$ cat src/rtl/icache_direct.sv
// Direct-mapped, read-only instruction cache with one 32-bit word per frame.
// Hits are answered combinationally in the request cycle. A miss starts a
// two-state fill machine that reads the word through the memory controller
// and tolerates any number of iwait stall cycles.
//
// Ports:
//   CLK, nRST        clock (rising edge), asynchronous active-low reset
//   imemREN          fetch request from the datapath
//   imemaddr[31:0]   fetch byte address (bits [1:0] ignored)
//   iflush           invalidate every frame and abandon any fill
//   ihit             imemload is valid this cycle
//   imemload[31:0]   instruction word, 0 when ihit is low
//   iREN             read request to the memory controller
//   iaddr[31:0]      word-aligned fill address, 0 when idle
//   iwait            controller stall; low means iload is valid
//   iload[31:0]      RAM read data
module icache_direct #(
  parameter int unsigned SETS = 16
) (
  input  logic        CLK,
  input  logic        nRST,
  input  logic        imemREN,
  input  logic [31:0] imemaddr,
  input  logic        iflush,
  output logic        ihit,
  output logic [31:0] imemload,
  output logic        iREN,
  output logic [31:0] iaddr,
  input  logic        iwait,
  input  logic [31:0] iload
);

  localparam int unsigned IW = $clog2(SETS);
  localparam int unsigned TW = 30 - IW;

  typedef enum logic [0:0] {StIdle, StMiss} state_e;

  state_e          state_q, state_d;
  logic [29:0]     miss_q, miss_d;
  logic [SETS-1:0] valid_q;
  logic [TW-1:0]   tag_q  [SETS];
  logic [31:0]     data_q [SETS];

  logic [IW-1:0] req_idx;
  logic [TW-1:0] req_tag;
  logic [IW-1:0] miss_idx;
  logic [TW-1:0] miss_tag;
  logic          hit_raw;
  logic          fill_en;

  assign req_idx  = imemaddr[IW+1:2];
  assign req_tag  = imemaddr[31:IW+2];
  assign miss_idx = miss_q[IW-1:0];
  assign miss_tag = miss_q[29:IW];
  assign hit_raw  = imemREN & valid_q[req_idx] & (tag_q[req_idx] == req_tag);

  always_comb begin
    state_d  = state_q;
    miss_d   = miss_q;
    ihit     = 1'b0;
    imemload = '0;
    iREN     = 1'b0;
    iaddr    = '0;
    fill_en  = 1'b0;
    unique case (state_q)
      StIdle: begin
        ihit = hit_raw & ~iflush;
        if (ihit) begin
          imemload = data_q[req_idx];
        end
        if (imemREN && !hit_raw && !iflush) begin
          miss_d  = imemaddr[31:2];
          state_d = StMiss;
        end
      end
      StMiss: begin
        // iREN comes only from registered state, never from imemaddr.
        iREN  = ~iflush;
        iaddr = {miss_q, 2'b00};
        if (!iwait) begin
          fill_en = ~iflush;
          state_d = StIdle;
        end
      end
      default: state_d = StIdle;
    endcase
    if (iflush) begin
      state_d = StIdle;
    end
  end

  always_ff @(posedge CLK or negedge nRST) begin
    if (!nRST) begin
      state_q <= StIdle;
      miss_q  <= '0;
      valid_q <= '0;
    end else begin
      state_q <= state_d;
      miss_q  <= miss_d;
      if (iflush) begin
        valid_q <= '0;
      end else if (fill_en) begin
        valid_q[miss_idx] <= 1'b1;
      end
    end
  end

  // Tag and data arrays carry no reset; valid_q guards them.
  always_ff @(posedge CLK) begin
    if (fill_en) begin
      tag_q[miss_idx]  <= miss_tag;
      data_q[miss_idx] <= iload;
    end
  end

endmodule

$ cat config.mk
export PLATFORM = sky130hd
export DESIGN_NAME = icache_direct
export DESIGN_NICKNAME = d
export VERILOG_FILES = /design/src/rtl/icache_direct.sv
export SDC_FILE = /design/constraint.sdc
export NUM_CORES = 1
export LEC_CHECK = 0
export ABC_CLOCK_PERIOD_IN_PS = 4100
export BUFFER_PORTS_ARGS = -buffer_cell sky130_fd_sc_hd__buf_2
export CELL_PAD_IN_SITES_DETAIL_PLACEMENT = 0
export CELL_PAD_IN_SITES_GLOBAL_PLACEMENT = 1
export CORE_UTILIZATION = 55
export CTS_BUF_LIST = sky130_fd_sc_hd__clkbuf_4 sky130_fd_sc_hd__clkbuf_8 sky130_fd_sc_hd__clkbuf_16
export DETAILED_ROUTE_END_ITERATION = 6
export PLACE_DENSITY = 0.86
export SLEW_MARGIN = 25
export SYNTH_ARGS = -nofsm -noshare
export SYNTH_HDL_FRONTEND = slang
export SYNTH_SLANG_ARGS = --single-unit
$ cat constraint.sdc
create_clock -name CLK -period 4.1 [get_ports CLK]
set_input_delay 0.205 -clock CLK [delete_from_list [all_inputs] [get_ports CLK]]
set_output_delay 0.205 -clock CLK [all_outputs]
set_load 0.1 [all_outputs]
==> results of run 1 <==
-- stage by stage --
| step | utilization, % | TNS (ps) | hold WS [ps] | instances | cell area [sq um] |
|---|---|---|---|---|---|
| detailed placement | 60.3 | 0 | 171 | 2681 | 40800 |
| CTS | 66.0 | -4260 | 13.9 | 2917 | 44600 |
| floorplan | - | 0 | -90.6 | 1689 | 37900 |
| finish | 66.1 | -1820 | 29.5 | 2921 | 44700 |
| global placement | 60.3 | 0 | 158 | 2681 | 40800 |
| global route | 66.1 | -6330 | 42.4 | 2921 | 44700 |
-- placed cells by master, fill, tap and decap left out, types with 10 or more instances in the layout --
cell / netlist / layout
sky130_fd_sc_hd__clkinv_1: 0 / 23
sky130_fd_sc_hd__xor2_1: 19 / 19
sky130_fd_sc_hd__edfxtp_1: 928 / 928
sky130_fd_sc_hd__buf_2: 27 / 94
sky130_fd_sc_hd__dfrtp_1: 47 / 47
sky130_fd_sc_hd__nand2_1: 20 / 20
sky130_fd_sc_hd__xnor2_1: 19 / 17
sky130_fd_sc_hd__inv_1: 12 / 11
sky130_fd_sc_hd__nor2_1: 40 / 23
sky130_fd_sc_hd__and2_1: 33 / 33
sky130_fd_sc_hd__and3_4: 0 / 26
sky130_fd_sc_hd__nor2_4: 0 / 18
sky130_fd_sc_hd__mux2i_1: 49 / 48
sky130_fd_sc_hd__clkbuf_16: 0 / 97
sky130_fd_sc_hd__dlygate4sd3_1: 0 / 61
sky130_fd_sc_hd__o22ai_1: 15 / 15
sky130_fd_sc_hd__buf_12: 0 / 59
sky130_fd_sc_hd__mux2_1: 30 / 30
sky130_fd_sc_hd__clkbuf_4: 0 / 23
sky130_fd_sc_hd__mux4_2: 257 / 257
sky130_fd_sc_hd__buf_4: 9 / 61
sky130_fd_sc_hd__clkinv_2: 0 / 13
sky130_fd_sc_hd__mux2_2: 10 / 10
-- synthesized netlist by cell type, types with 3 or more instances --
cell type / n
sky130_fd_sc_hd__dfrtp_1: 47
sky130_fd_sc_hd__mux2_2: 10
sky130_fd_sc_hd__inv_1: 12
sky130_fd_sc_hd__nand3_1: 7
sky130_fd_sc_hd__a31oi_1: 4
sky130_fd_sc_hd__edfxtp_1: 928
sky130_fd_sc_hd__mux2i_1: 49
sky130_fd_sc_hd__buf_2: 27
sky130_fd_sc_hd__or4_1: 3
sky130_fd_sc_hd__and3_1: 34
sky130_fd_sc_hd__mux2_1: 30
sky130_fd_sc_hd__nand2b_1: 9
sky130_fd_sc_hd__a21oi_1: 6
sky130_fd_sc_hd__a211oi_1: 4
sky130_fd_sc_hd__a22o_1: 3
sky130_fd_sc_hd__xor2_1: 19
sky130_fd_sc_hd__o21ai_0: 5
sky130_fd_sc_hd__mux4_2: 257
sky130_fd_sc_hd__a221oi_1: 3
sky130_fd_sc_hd__nor3_1: 3
sky130_fd_sc_hd__nor2b_1: 9
sky130_fd_sc_hd__and2_1: 33
sky130_fd_sc_hd__nor2_1: 40
sky130_fd_sc_hd__buf_4: 9
sky130_fd_sc_hd__buf_6: 7
sky130_fd_sc_hd__nand2_1: 20
sky130_fd_sc_hd__xnor2_1: 19
sky130_fd_sc_hd__o22ai_1: 15
sky130_fd_sc_hd__buf_1: 9
sky130_fd_sc_hd__clkbuf_1: 41
-- area by class of cell --
cell class | count | area [sq um] | area share, %
repair buffers | 280 | 2810 | 6.29
flip-flops and latches | 975 | 29000 | 64.9
clock inverters | 49 | 448 | 1.00
diodes | 1 | 2.50 | 0.00559
clock buffers | 122 | 2620 | 5.85
multi-input cells | 608 | 8660 | 19.4
well taps | 873 | 1090 | 2.44
inverters | 13 | 50.0 | 0.112
-- what timing repair did --
action	4_1_cts	5_1_grt
pin swaps	6	4
setup endpoints to repair	33	33
cloned	0	1
setup buffers	4	0
hold buffers	61	0
gates resized for setup	30	7
endpoints found under the hold margin	563	0
-- per-layer routing --
layer | vias to the layer above | track usage [%] | wire [um]
met5 | - | 0 | 13
met4 | 2 | 10.2 | 3150
met3 | 221 | 4.47 | 7790
met2 | 1107 | 44.7 | 46500
met1 | 9840 | 34.2 | 32700
li1 | 7620 | - | -
-- cell families (layout without fill, tap and decap cells) --
| logic type | after synthesis | count (layout) | share of synthesized area (%) |
|---|---|---|---|
| and+or+nand+nor | 169 | 169 | 2.45 |
| muxes | 346 | 346 | 17.7 |
| AOI/OAI and AO/OA | 53 | 53 | 0.960 |
| DFF | 975 | 975 | 76.6 |
| xor gates and xnor gates | 38 | 38 | 0.878 |
| other | 1 | 3 | 0.00989 |
| buffers and inverters | 106 | 464 | 1.37 |
-- power by group --
| part | internal [uW] | switching [uW] |
|---|---|---|
| registers | 11200 | 262 |
| clock network | 4950 | 3650 |
| logic | 520 | 817 |
-- worst max-delay path, cell delays in order (launching register included) --
cell and delay (ps):
sky130_fd_sc_hd__edfxtp_1 400, sky130_fd_sc_hd__mux4_2 490, sky130_fd_sc_hd__mux4_2 550, sky130_fd_sc_hd__xnor2_2 170, sky130_fd_sc_hd__nand3_2 120, sky130_fd_sc_hd__or4_4 510, sky130_fd_sc_hd__nor4_4 310, sky130_fd_sc_hd__buf_12 230
sky130_fd_sc_hd__buf_12 160, sky130_fd_sc_hd__and3_4 210, sky130_fd_sc_hd__buf_12 170
-- registers in the layout, indices dropped and copies added, names as in the netlist --
name and count:
data_q 512, miss_q 30, state_q 1, tag_q 416, valid_q 16
-- path summary, 6_finish.rpt --
kind	from	depth (start not counted)	endpoint
worst max-delay path	tag_q[12][24]	10	imemload[27]
max in group asynchronous	nRST	3	miss_q[14]
worst min-delay path	nRST	2	miss_q[19]
min in group CLK	imemREN	5	state_q
worst min register to register	valid_q[11]	2	valid_q[11]
worst max register to register	tag_q[12][24]	12	miss_q[17]
==> out/results.tsv, run 1 <==
metric	value	unit
data arrival time of the critical path	3980	ps
layout net count	2042	
VDD IR max	374	uV
violated checks	negative setup slack	
HP Class	input pin to async pin	
Synth async-reset ratio	4.82	%
layout filler cell count	4124	
Yosys warnings	0	
detailed-route vias per instance	6.43	
Slew headroom	34.9	%
Critical Setup Path Class	register to primary output	
critical path fanouts, max	8	
aggregate global-route resource usage	26.3	%
hold violation count in the final report	0	
endpoint kind of the worst setup timing path	primary output	
fmax	239	MHz
run status	complete, but fails checks	
total leakage power	0.0148	uW
CTS max path bufs	3	
launching element type of the critical path	register	
distinct cell type count after synthesis	51	
vias after detailed routing	18800	
Avg WL per Cell	30.8	um
sum of overflow across all layers after global routing	0	
HPWL Detailed	46.3	mm
data required time at the worst endpoint	3890	ps
IO Count	135	
Synth area leaders	sky130_fd_sc_hd__edfxtp_1 (73%), sky130_fd_sc_hd__mux4_2 (15%), sky130_fd_sc_hd__dfrtp_1 (3.1%)	
Netlist Area Pre-Place	37900	sq um
Detailed Route Iter0 Violations	2178	
clock-pin slew of the registers on the worst-case setup and hold paths	60	ps
Worst Max-Slew Pin Slew	976	ps
Place WS	88.0	ps
dominant register cell in the synthesized netlist	sky130_fd_sc_hd__edfxtp_1	
Slew Viols, Final	0	
Final GP Congestion	0.768	
pin count of the biggest net entering global routing	73	
RSZ-0062 raised after global routing	true	
drt first pass iters	6	
Worst-Skew Late Latency	660	ps
chip height	265	um
Reg2Reg Setup Slack	340	ps
CTS sink count	975	
count of nets left with antenna violations after detail routing	0	
Num CTS Buffers	95	
DIE AREA	70000	sq um
flip-flop and latch count after synthesis	975	
final worst-path setup slack	-82.9	ps
share of Yosys cell area claimed by the top area cell type	73.5	%
detailed-route DRC error count	0	
cells after synthesis	1688	
Post-synth EDFFs	928	
Seq/Total Area, Yosys	76.6	%
I/O Buffers	130	
Post-Syn Area per Cell	22.5	sq um
standard-cell row count	95	
share of the clock period used by the worst path after layout	102	%
Root Driver	sky130_fd_sc_hd__clkbuf_16	
Setup Viol. Count Final	31	
starting density of the core	56.1	%
final critical-path required period	4180	ps
CORE AREA	67600	sq um
CTS tree	yes	
ratio of cells with drive above 1 in the final layout	33.8	%
wire length of the first global-routing pass	131	mm
library cell with the largest summed area after synthesis	sky130_fd_sc_hd__edfxtp_1	
x dimension of the die	265	um
via count of the first global-routing pass	19600	
ratio of total power to cell area	479	nW/um^2
level count of the clock H-tree	3	
total routed wirelength	90.1	mm
total power draw	21400	uW
initial antenna violation count	3	
Worst Skew	23.2	ps
Maximum Capacitance Violations	0	
area growth from synthesis to final layout	18.0	%
No activity file was read; power rests on OpenSTA's default activity.
==> run 2, diff against run 1 <==
==> constraint.sdc (replaced) <==
create_clock -name CLK -period 4.1 [get_ports CLK]
set_input_delay 0 -clock CLK [delete_from_list [all_inputs] [get_ports CLK]]
set_output_delay 0 -clock CLK [all_outputs]
set_load 0.1 [all_outputs]
==> run 2 against run 1 <==
Against the previous run: the run now ends clean; first-iteration DRC count decreased by 1.9%; utilization decreased by 0.070 points; sequential share of layout area increased by 0.069 points; count of clock-buffer cells in the layout increased by 6; combinational power about the same; total power increased by 0.28%; die area unchanged; final area decreased by 0.11%; sequential cell count unchanged; clock power increased by 0.6%; sequential power about the same; worst hold slack got worse by 14 ps; critical path type unchanged; critical endpoint is now imemload[21].
==> out/results.tsv, run 2 (synthesis results as in run 1) <==
metric	value	unit	change
HP Class	input pin to async pin		
Critical Setup Path Class	register to primary output		
CTS tree	yes		
pin count of the biggest net entering global routing	126		+73%
sum of overflow across all layers after global routing	0		unchanged
CORE AREA	67600	sq um	unchanged
Detailed Route Iter0 Violations	2137		-1.9%
number of flip-flops in the largest register	512		unchanged
Final GP Congestion	0.797		+3.8%
DIE AREA	70000	sq um	unchanged
data arrival time of the critical path	4080	ps	+100 ps
Avg WL per Cell	31.5	um	+2.1%
layout filler cell count	4068		-1.4%
ratio of total power to cell area	481	nW/um^2	+0.38%
run status	finished, final reports clean		
Finished Cell Area	44700	sq um	-0.11%
initial antenna violation count	2		-1
I/O Buffers	130		unchanged
largest registers in the final layout	data_q (512), tag_q (416), miss_q (30)		
Slew Viols, Final	0		unchanged
Setup Viol. Count Final	0		-100%
path depth of the worst reg2reg path	13		+1
CTS sink count	975		unchanged
RSZ-0062 raised after global routing	true		
Placed Instances	2660		-0.78%
wire length of the first global-routing pass	133	mm	+1.3%
fmax	245	MHz	+2.6%
x dimension of the die	265	um	unchanged
hold violation count in the final report	0		unchanged
vias after detailed routing	18700		-0.29%
commonest non-fill, non-tap cells in the layout	sky130_fd_sc_hd__edfxtp_1 (928), sky130_fd_sc_hd__mux4_2 (257), sky130_fd_sc_hd__clkbuf_16 (97)		
layout net count	2029		-0.64%
total leakage power	0.0147	uW	-0.43%
Worst-Skew Late Latency	660	ps	about the same
VDD IR max	321	uV	-14%
count of placed standard cells in the final layout, fillers left out	2911		-0.34%
CTS max path bufs	3		unchanged
detailed-route DRC error count	0		unchanged
share of the clock period used by the worst path after layout	99.4	%	-2.6 points
sequential cell area	29000	sq um	unchanged
Maximum Capacitance Violations	0		unchanged
IO Count	135		unchanged
aggregate global-route resource usage	26.7	%	+0.44 points
Final Core Density	66.1	%	-0.070 points
Num CTS Buffers	94		-1.1%
clock-pin slew of the registers on the worst-case setup and hold paths	60	ps	about the same
detailed-route vias per instance	6.44		about the same
most common cell after layout, fill and taps aside	sky130_fd_sc_hd__edfxtp_1		
HPWL Detailed	45.6	mm	-1.4%
final critical-path required period	4080	ps	-108 ps
Multi-input gate area	8720	sq um	+0.64%
via count of the first global-routing pass	19700		+0.27%
Area after DPL	40500	sq um	-0.57%
endpoint kind of the worst setup timing path	primary output		
starting density of the core	56.1	%	unchanged
Slew headroom	40.1	%	+5.2 points
critical path fanouts, max	17		+9
register containing the most flip-flops in the final layout	data_q		
Worst Max-Slew Pin Slew	896	ps	-80.4 ps
chip height	265	um	unchanged
data required time at the worst endpoint	4100	ps	+210 ps
area growth from synthesis to final layout	17.8	%	
Worst Skew	28.7	ps	+5.54 ps
drt first pass iters	6		unchanged
Root Driver	sky130_fd_sc_hd__clkbuf_16		
count of nets left with antenna violations after detail routing	0		unchanged
level count of the clock H-tree	3		unchanged
total routed wirelength	91.6	mm	+1.7%
launching element type of the critical path	register		
standard-cell row count	95		unchanged
hold slack final	15.6	ps	-13.9 ps
number of diodes	0		-1
ratio of cells with drive above 1 in the final layout	33.8	%	+0.051 points
-- run 2: cell count changes in the layout (fill, tap and decap cells not counted), moves of 3 or more --
cell | previous run | this run
sky130_fd_sc_hd__clkbuf_8 | 3 | 6
sky130_fd_sc_hd__and3_1 | 7 | 2
sky130_fd_sc_hd__buf_12 | 59 | 52
sky130_fd_sc_hd__clkinv_1 | 23 | 18
sky130_fd_sc_hd__buf_4 | 61 | 47
sky130_fd_sc_hd__and3_4 | 26 | 32
sky130_fd_sc_hd__mux2_1 | 30 | 25
sky130_fd_sc_hd__clkinv_2 | 13 | 16
sky130_fd_sc_hd__dlygate4sd3_1 | 61 | 66
sky130_fd_sc_hd__buf_16 | 1 | 4
sky130_fd_sc_hd__mux2_4 | 0 | 5
-- run 2: cell type report --
class / instances / share of cell area [%]
clock inverter: 46 / 0.879
multi-input combinational: 609 / 19.5
clock buffer: 128 / 6.04
timing repair buffer: 267 / 6.02
sequential: 975 / 65.0
tap: 873 / 2.44
inverter: 13 / 0.112
-- run 2: where the power goes --
part	leakage, uW	switching [uW]	total [uW]	internal (uW)
clock	0.00155	3650	8650	5000
sequential	0.00894	267	11500	11200
combinational	0.00420	821	1350	527
-- run 2: worst max-delay path, stage by stage, from the launching register on --
cell and delay (ps):
sky130_fd_sc_hd__edfxtp_1 370, sky130_fd_sc_hd__mux4_2 490, sky130_fd_sc_hd__xnor2_1 200, sky130_fd_sc_hd__a21oi_1 80
sky130_fd_sc_hd__o21ai_0 370, sky130_fd_sc_hd__o2111ai_1 210, sky130_fd_sc_hd__or4_4 580, sky130_fd_sc_hd__nor4_4 250
sky130_fd_sc_hd__buf_6 160, sky130_fd_sc_hd__buf_12 100, sky130_fd_sc_hd__buf_16 170, sky130_fd_sc_hd__and3_4 230
sky130_fd_sc_hd__buf_12 170
-- run 2: final timing paths --
path	start	end	slack [ps]
worst max-delay path	tag_q[6][0]	imemload[21]	20
worst max register to register	tag_q[6][0]	miss_q[11]	80
min in group CLK	imemREN	miss_q[21]	60
worst min register to register	valid_q[6]	valid_q[6]	490
max in group asynchronous	nRST	miss_q[16]	3560
worst min-delay path	nRST	miss_q[11]	20
-- run 2: per-layer routing --
metal | part of all wire (%) | wire length (um) | GRT usage [%]
met4 | 4.7 | 4350 | 13.3
met3 | 7.3 | 6690 | 4.43
met5 | 0.014 | 13 | 0
met1 | 37 | 34200 | 35.1
met2 | 51 | 46400 | 43.9
-- run 2: repair_timing --
item,in CTS,in global routing
hold endpoints to repair,602,0
pin swaps,5,13
hold buffers,68,0
gates cloned,2,1
buffers inserted,4,3
setup endpoints to repair,33,40
resized for setup,36,12
-- run 2: per-stage QoR --
step / TNS (ps) / setup WS [ps] / power (uW)
floorplan: 0 / 278 / 12400
global placement: 0 / 352 / 12900
detailed placement: 0 / 314 / 12900
CTS: 0 / 10.2 / 21600
global route: -2310 / -94.0 / 22000
finish: 0 / 24.9 / 21500
